### src/rtl/ofdm_rx_bit_packer.sv
// Packs the 2-bit demapped OFDM RX stream MSB-first into words and queues them in a FWFT FIFO.
// Optional statistics outputs (word_cnt, drop_cnt) are enabled by defining OFDM_RX_PACKER_STATS_EN.
module ofdm_rx_bit_packer #(
   parameter int raw_symbol_length_g = 64,
   parameter int out_width_g         = 8,
   parameter int fifo_depth_g        = 16
) (
   input  logic                   sys_clk,
   input  logic                   sys_rst,
   input  logic                   sys_init,
   input  logic [1:0]             rx_rcv_data,
   input  logic                   rx_rcv_data_valid,
   output logic [out_width_g-1:0] word_data,
   output logic                   word_valid,
   input  logic                   word_ready,
   output logic                   word_last,
   output logic                   overflow,
   output logic [15:0]            symbol_cnt
`ifdef OFDM_RX_PACKER_STATS_EN
   ,
   output logic [31:0]            word_cnt,
   output logic [15:0]            drop_cnt
`endif
);

   // state    | meaning
   // ST_IDLE  | waiting for the first pair after reset/init
   // ST_PACK  | packing pairs and writing completed words to the FIFO
   // ST_DISCARD | dropping the rest of a symbol that overflowed

   localparam int PAIRS = raw_symbol_length_g / 2;
   localparam int BEATS = out_width_g / 2;
   localparam int PW    = (PAIRS > 1) ? $clog2(PAIRS) : 1;
   localparam int BW    = (BEATS > 1) ? $clog2(BEATS) : 1;
   localparam int AW    = $clog2(fifo_depth_g);

   typedef enum logic [1:0] {
      ST_IDLE    = 2'd0,
      ST_PACK    = 2'd1,
      ST_DISCARD = 2'd2
   } state_t;

   state_t                 state_q, state_d;
   logic [PW-1:0]          pair_cnt_q, pair_cnt_d;
   logic [BW-1:0]          beat_cnt_q, beat_cnt_d;
   logic [out_width_g-1:0] sr_q, sr_d;
   logic                   overflow_q, overflow_d;
   logic [15:0]            symbol_cnt_q, symbol_cnt_d;
   logic [AW:0]            wr_ptr_q, wr_ptr_d;
   logic [AW:0]            rd_ptr_q, rd_ptr_d;
   logic [out_width_g:0]   mem_q [fifo_depth_g];

   logic                   clr;
   logic [out_width_g-1:0] word_next;
   logic                   pair_end, beat_end, word_done;
   logic [AW:0]            fill;
   logic                   full, empty, pop, push, drop, packing;
   logic [out_width_g:0]   head;

   assign clr       = sys_rst | sys_init;
   assign word_next = (sr_q << 2) | out_width_g'(rx_rcv_data);
   assign pair_end  = (pair_cnt_q == PW'(PAIRS - 1));
   assign beat_end  = (beat_cnt_q == BW'(BEATS - 1));
   assign word_done = rx_rcv_data_valid & beat_end;

   assign fill    = wr_ptr_q - rd_ptr_q;
   assign full    = (fill == (AW+1)'(fifo_depth_g));
   assign empty   = (wr_ptr_q == rd_ptr_q);
   assign pop     = ~empty & word_ready;
   assign packing = (state_q != ST_DISCARD);
   assign push    = packing & word_done & (~full | pop);
   assign drop    = packing & word_done & full & ~pop;

   always_comb begin
      state_d = state_q;
      case (state_q)
         ST_IDLE, ST_PACK: begin
            if (rx_rcv_data_valid) state_d = ST_PACK;
            // a dropped last word needs no resync: the next pair already starts a symbol
            if (drop && !pair_end) state_d = ST_DISCARD;
         end
         ST_DISCARD: begin
            if (rx_rcv_data_valid && pair_end) state_d = ST_PACK;
         end
         default: state_d = ST_IDLE;
      endcase
   end

   always_comb begin
      pair_cnt_d   = pair_cnt_q;
      beat_cnt_d   = beat_cnt_q;
      sr_d         = sr_q;
      overflow_d   = overflow_q | drop;
      symbol_cnt_d = symbol_cnt_q;
      wr_ptr_d     = wr_ptr_q;
      rd_ptr_d     = rd_ptr_q;
      if (rx_rcv_data_valid) begin
         pair_cnt_d = pair_end ? '0 : pair_cnt_q + 1'b1;
         beat_cnt_d = beat_end ? '0 : beat_cnt_q + 1'b1;
         sr_d       = word_next;
      end
      if (push) begin
         wr_ptr_d = wr_ptr_q + 1'b1;
         if (pair_end) symbol_cnt_d = symbol_cnt_q + 16'd1;
      end
      if (pop) rd_ptr_d = rd_ptr_q + 1'b1;
   end

   always_ff @(posedge sys_clk) begin
      if (clr) begin
         state_q      <= ST_IDLE;
         pair_cnt_q   <= '0;
         beat_cnt_q   <= '0;
         sr_q         <= '0;
         overflow_q   <= 1'b0;
         symbol_cnt_q <= '0;
         wr_ptr_q     <= '0;
         rd_ptr_q     <= '0;
      end else begin
         state_q      <= state_d;
         pair_cnt_q   <= pair_cnt_d;
         beat_cnt_q   <= beat_cnt_d;
         sr_q         <= sr_d;
         overflow_q   <= overflow_d;
         symbol_cnt_q <= symbol_cnt_d;
         wr_ptr_q     <= wr_ptr_d;
         rd_ptr_q     <= rd_ptr_d;
      end
   end

   always_ff @(posedge sys_clk) begin
      if (push && !clr) mem_q[wr_ptr_q[AW-1:0]] <= {word_next, pair_end};
   end

   // storage is not reset, so the head is masked while the FIFO is empty
   assign head       = mem_q[rd_ptr_q[AW-1:0]];
   assign word_valid = ~empty;
   assign word_data  = empty ? '0 : head[out_width_g:1];
   assign word_last  = ~empty & head[0];
   assign overflow   = overflow_q;
   assign symbol_cnt = symbol_cnt_q;

`ifdef OFDM_RX_PACKER_STATS_EN
   logic [31:0] word_cnt_q;
   logic [15:0] drop_cnt_q;
   logic        drop_evt;

   assign drop_evt = word_done & (drop | (state_q == ST_DISCARD));

   always_ff @(posedge sys_clk) begin
      if (clr) begin
         word_cnt_q <= '0;
         drop_cnt_q <= '0;
      end else begin
         if (push) word_cnt_q <= word_cnt_q + 32'd1;
         if (drop_evt && drop_cnt_q != 16'hFFFF) drop_cnt_q <= drop_cnt_q + 16'd1;
      end
   end

   assign word_cnt = word_cnt_q;
   assign drop_cnt = drop_cnt_q;
`endif

endmodule

### config.mk
export PLATFORM = sky130hd
export DESIGN_NAME = ofdm_rx_bit_packer
export DESIGN_NICKNAME = d
export VERILOG_FILES = /design/src/rtl/ofdm_rx_bit_packer.sv
export SDC_FILE = /design/constraint.sdc
export NUM_CORES = 1
export LEC_CHECK = 0
export CAP_MARGIN = 20
export CORE_ASPECT_RATIO = 0.8
export CORE_MARGIN = 2
export CORE_UTILIZATION = 40
export DETAILED_ROUTE_END_ITERATION = 12
export SETUP_SLACK_MARGIN = 0.3
export SLEW_MARGIN = 10
export SYNTH_ARGS = -nofsm -noshare
export SYNTH_HDL_FRONTEND = slang
export SYNTH_SLANG_ARGS = --single-unit
### constraint.sdc
create_clock -name sys_clk -period 2.96 [get_ports sys_clk]
set_input_delay 0.296 -clock sys_clk [delete_from_list [all_inputs] [get_ports sys_clk]]
set_output_delay 0.296 -clock sys_clk [all_outputs]
set_load 0.01 [all_outputs]
==> results.json <==
{
  "num-fill-cells": 1609,
  "power_frac_comb": 0.010,
  "fp.coreArea_sq_um": 19000,
  "timing.fmax_mhz": 369,
  "pre_cts_ws_ns": 0.216,
  "synthAdderAreaFrac": 0.0210,
  "met1Wirelength_um": 7550,
  "multi_input_area_sq_um": 2460,
  "cts_tree": "built",
  "worst-setup-path-type": "flip-flop to output port",
  "synth_compound_area_frac": 0.0385,
  "tns_ns": 0,
  "dr.pass1.iters": 5,
  "root_buffer": "clkbuf_16",
  "p_per_area_nw_per_um2": 550,
  "syn_area_sq_um": 7760,
  "ir_drop_v": 0.000338,
  "p_leak_nw": 3.13,
  "clock_power_share": 0.435,
  "gp_congestion": 0.792,
  "die_w_um": 160,
  "track_usage": 0.181,
  "drc": 0,
  "synthFlopType": "edfxtp_1",
  "dieArea_sq_um": 20500,
  "fin_worst_skew_ns": 0.00759,
  "outcome": "finished, final reports clean",
  "cap_violations": 0,
  "p_sw_frac": 0.211,
  "synth-simple-area-share": 0.0893,
  "postPlaceCellArea_sq_um": 8530,
  "avgSynthCellArea_sq_um": 16.2,
  "layout_common_cells": "edfxtp_1, mux4_2, dfxtp_1",
  "setup_viol": 0,
  "internal_power_w": 0.00405,
  "slew_headroom": 0.499,
  "wl_um": 17400,
  "rows": 45,
  "yosys_warnings": 0,
  "final_cell_area_sq_um": 9330,
  "cts_buffer_depth": 2,
  "numCtsBuffers": 17,
  "portBuffers": 33,
  "layout_commonest_cell": "edfxtp_1",
  "num_io_pins": 34,
  "grt_first_pass_wirelength_um": 27100,
  "grt_pass1_vias": 4627,
  "critPathLaunchType": "flip-flop",
  "dp.cells": 775,
  "die_h_um": 129,
  "fin_cells": 818,
  "synth_cell_types": 44,
  "dr_total_vias": 4452,
  "seq_power_share": 0.555,
  "h-tree-depth": 4,
  "start_util": 0.409,
  "vias_per_cell": 5.44,
  "final-seq-area_sq_um": 5250,
  "clk_pin_slew_worst_paths_ns": 0.07,
  "p_sw_w": 0.00108,
  "post-route-period-util": 0.915,
  "drtIter0Drc": 546,
  "wl_met2_um": 8660,
  "grt.overflow.total": 0,
  "finalHoldViolCount": 0,
  "antennaDiodeCount": 0,
  "rsz0062_at_grt": "yes",
  "syn-num-nets": 500,
  "ys_async_sr_fraction": 0,
  "antenna_found_initial": 0,
  "dpl.hpwl_um": 11100,
  "cts_num_sinks": 190,
  "top_layer": "met4",
  "synth.mux.area_fraction": 0.147,
  "finalNetCount": 567,
  "drive_gt1_frac": 0.263,
  "worst_ep_arrival_time_ns": 2.41,
  "wire_per_inst_um": 21.3,
  "yosysSeqAreaShare": 0.676,
  "fin_crit_ns": 2.71,
  "cp_max_fo": 7,
  "wl_met3_um": 1070,
  "netlist_instances": 480,
  "syn_to_final_growth_pct": 20.2,
  "setup_slack_ns": 0.250,
  "clk_latency_ns": 0.43,
  "synthXorXnorAreaFrac": 0.00790,
  "drv_slew": 0,
  "hold_class": "flip-flop to flip-flop",
  "endpoint_kind": "output port",
  "yosys_register_bits": 190,
  "ant_nets": 0,
  "cp.required_ns": 2.66,
  "holdBufCountCts": 0,
  "worstMarginPinSlew_ns": 0.749,
  "synth_top_family_by_area": "multiplexers",
  "grt_max_degree": 37,
  "synth-edff-count": 144
}
worst paths after layout:
| path | from | endpoint | slack [ns] | depth (start not counted) |
|---|---|---|---|---|
| setup reg to reg | rd_ptr_q[2] | mem_q[7][5] | 0.39 | 8 |
| hold reg to reg | overflow | overflow | 0.45 | 2 |
| setup / recovery | flip-flop | word_data[5] | 0.25 | 6 |
| hold / removal | overflow | overflow | 0.45 | 2 |
logic make-up (layout without fill, tap and decap cells):
group | Yosys count | in the layout
AOI/OAI and AO/OA | 53 | 53
xor gates and xnor gates | 7 | 7
buffers and inverters | 33 | 113
DFF | 190 | 190
muxes | 58 | 58
adders and majority gates | 13 | 13
and+or+nand+nor | 126 | 126
sequential cells by signal, summed over array words and instances (netlist names), named ones only:
| name | cells |
|---|---|
| mem_q | 144 |
| wr_ptr_q | 5 |
| state_q | 2 |
| beat_cnt_q | 2 |
| rd_ptr_q | 5 |
| overflow | 1 |
| symbol_cnt | 16 |
| pair_cnt_q | 5 |
| sr_q | 6 |
area by class of cell:
type	count	share of cell area
inverters	10	0.00402
flip-flops and latches	190	0.563
clock buffers	18	0.0460
repair buffers	71	0.0732
well taps	258	0.0346
multi-input cells	257	0.263
clock inverters	14	0.0158
layer usage:
| layer | up-vias | track usage |
|---|---|---|
| met1 | 2316 | 0.235 |
| met2 | 113 | 0.301 |
| met5 | - | 0 |
| li1 | 2009 | - |
| met3 | 14 | 0.0474 |
| met4 | 0 | 0.0556 |
critical path: stages (launching register included):
cell	delay (ns)
dfxtp_4	0.41
buf_12	0.12
buf_12	0.13
mux4_2	0.55
mux4_2	0.48
nor2b_1	0.14
buf_2	0.14
Yosys cell counts, types with 5 or more instances:
| cell type | n | area [sq um] |
|---|---|---|
| and3_1 | 6 | 37.5 |
| dfxtp_1 | 46 | 921 |
| or3_1 | 14 | 87.6 |
| edfxtp_1 | 144 | 4320 |
| mux4_2 | 45 | 1010 |
| buf_1 | 6 | 22.5 |
| xnor2_1 | 5 | 43.8 |
| nand2_1 | 17 | 63.8 |
| buf_2 | 5 | 25.0 |
| clkbuf_1 | 8 | 30.0 |
| inv_1 | 10 | 37.5 |
| nor2b_1 | 12 | 75.1 |
| and2_1 | 17 | 106 |
| mux2i_1 | 13 | 130 |
| nand4_1 | 5 | 31.3 |
| nand3_1 | 9 | 45.0 |
| ha_1 | 13 | 163 |
| o21ai_1 | 14 | 70.1 |
| a21oi_1 | 24 | 120 |
| nor2_1 | 27 | 101 |
power by group through the flow:
stage,registers [W],logic (W),clock network [W]
floorplan,0.00291,0.0000264,0
global placement,0.00291,0.0000492,0
detailed placement,0.00291,0.0000512,0
CTS,0.00285,0.0000517,0.00229
global route,0.00285,0.0000569,0.00240
finish,0.00285,0.0000521,0.00224
through the flow:
step / hold WS, ns / util / total power [W]
after global placement: 0.443 / 0.450 / 0.00296
after floorplan: 0.395 / - / 0.00293
after global routing: 0.484 / 0.492 / 0.00531
after CTS: 0.456 / 0.484 / 0.00518
final: 0.452 / 0.492 / 0.00514
after detailed placement: 0.446 / 0.450 / 0.00296
repair_timing:
action / 4_1_cts / 5_1_grt
pin swaps: 0 / 2
hold endpoints to repair: 0 / 0
endpoints found under the setup margin: 115 / 163
setup buffers: 2 / 8
gates cloned: 1 / 0
gates resized for setup: 50 / 25
(Power assumes the default switching activity.)
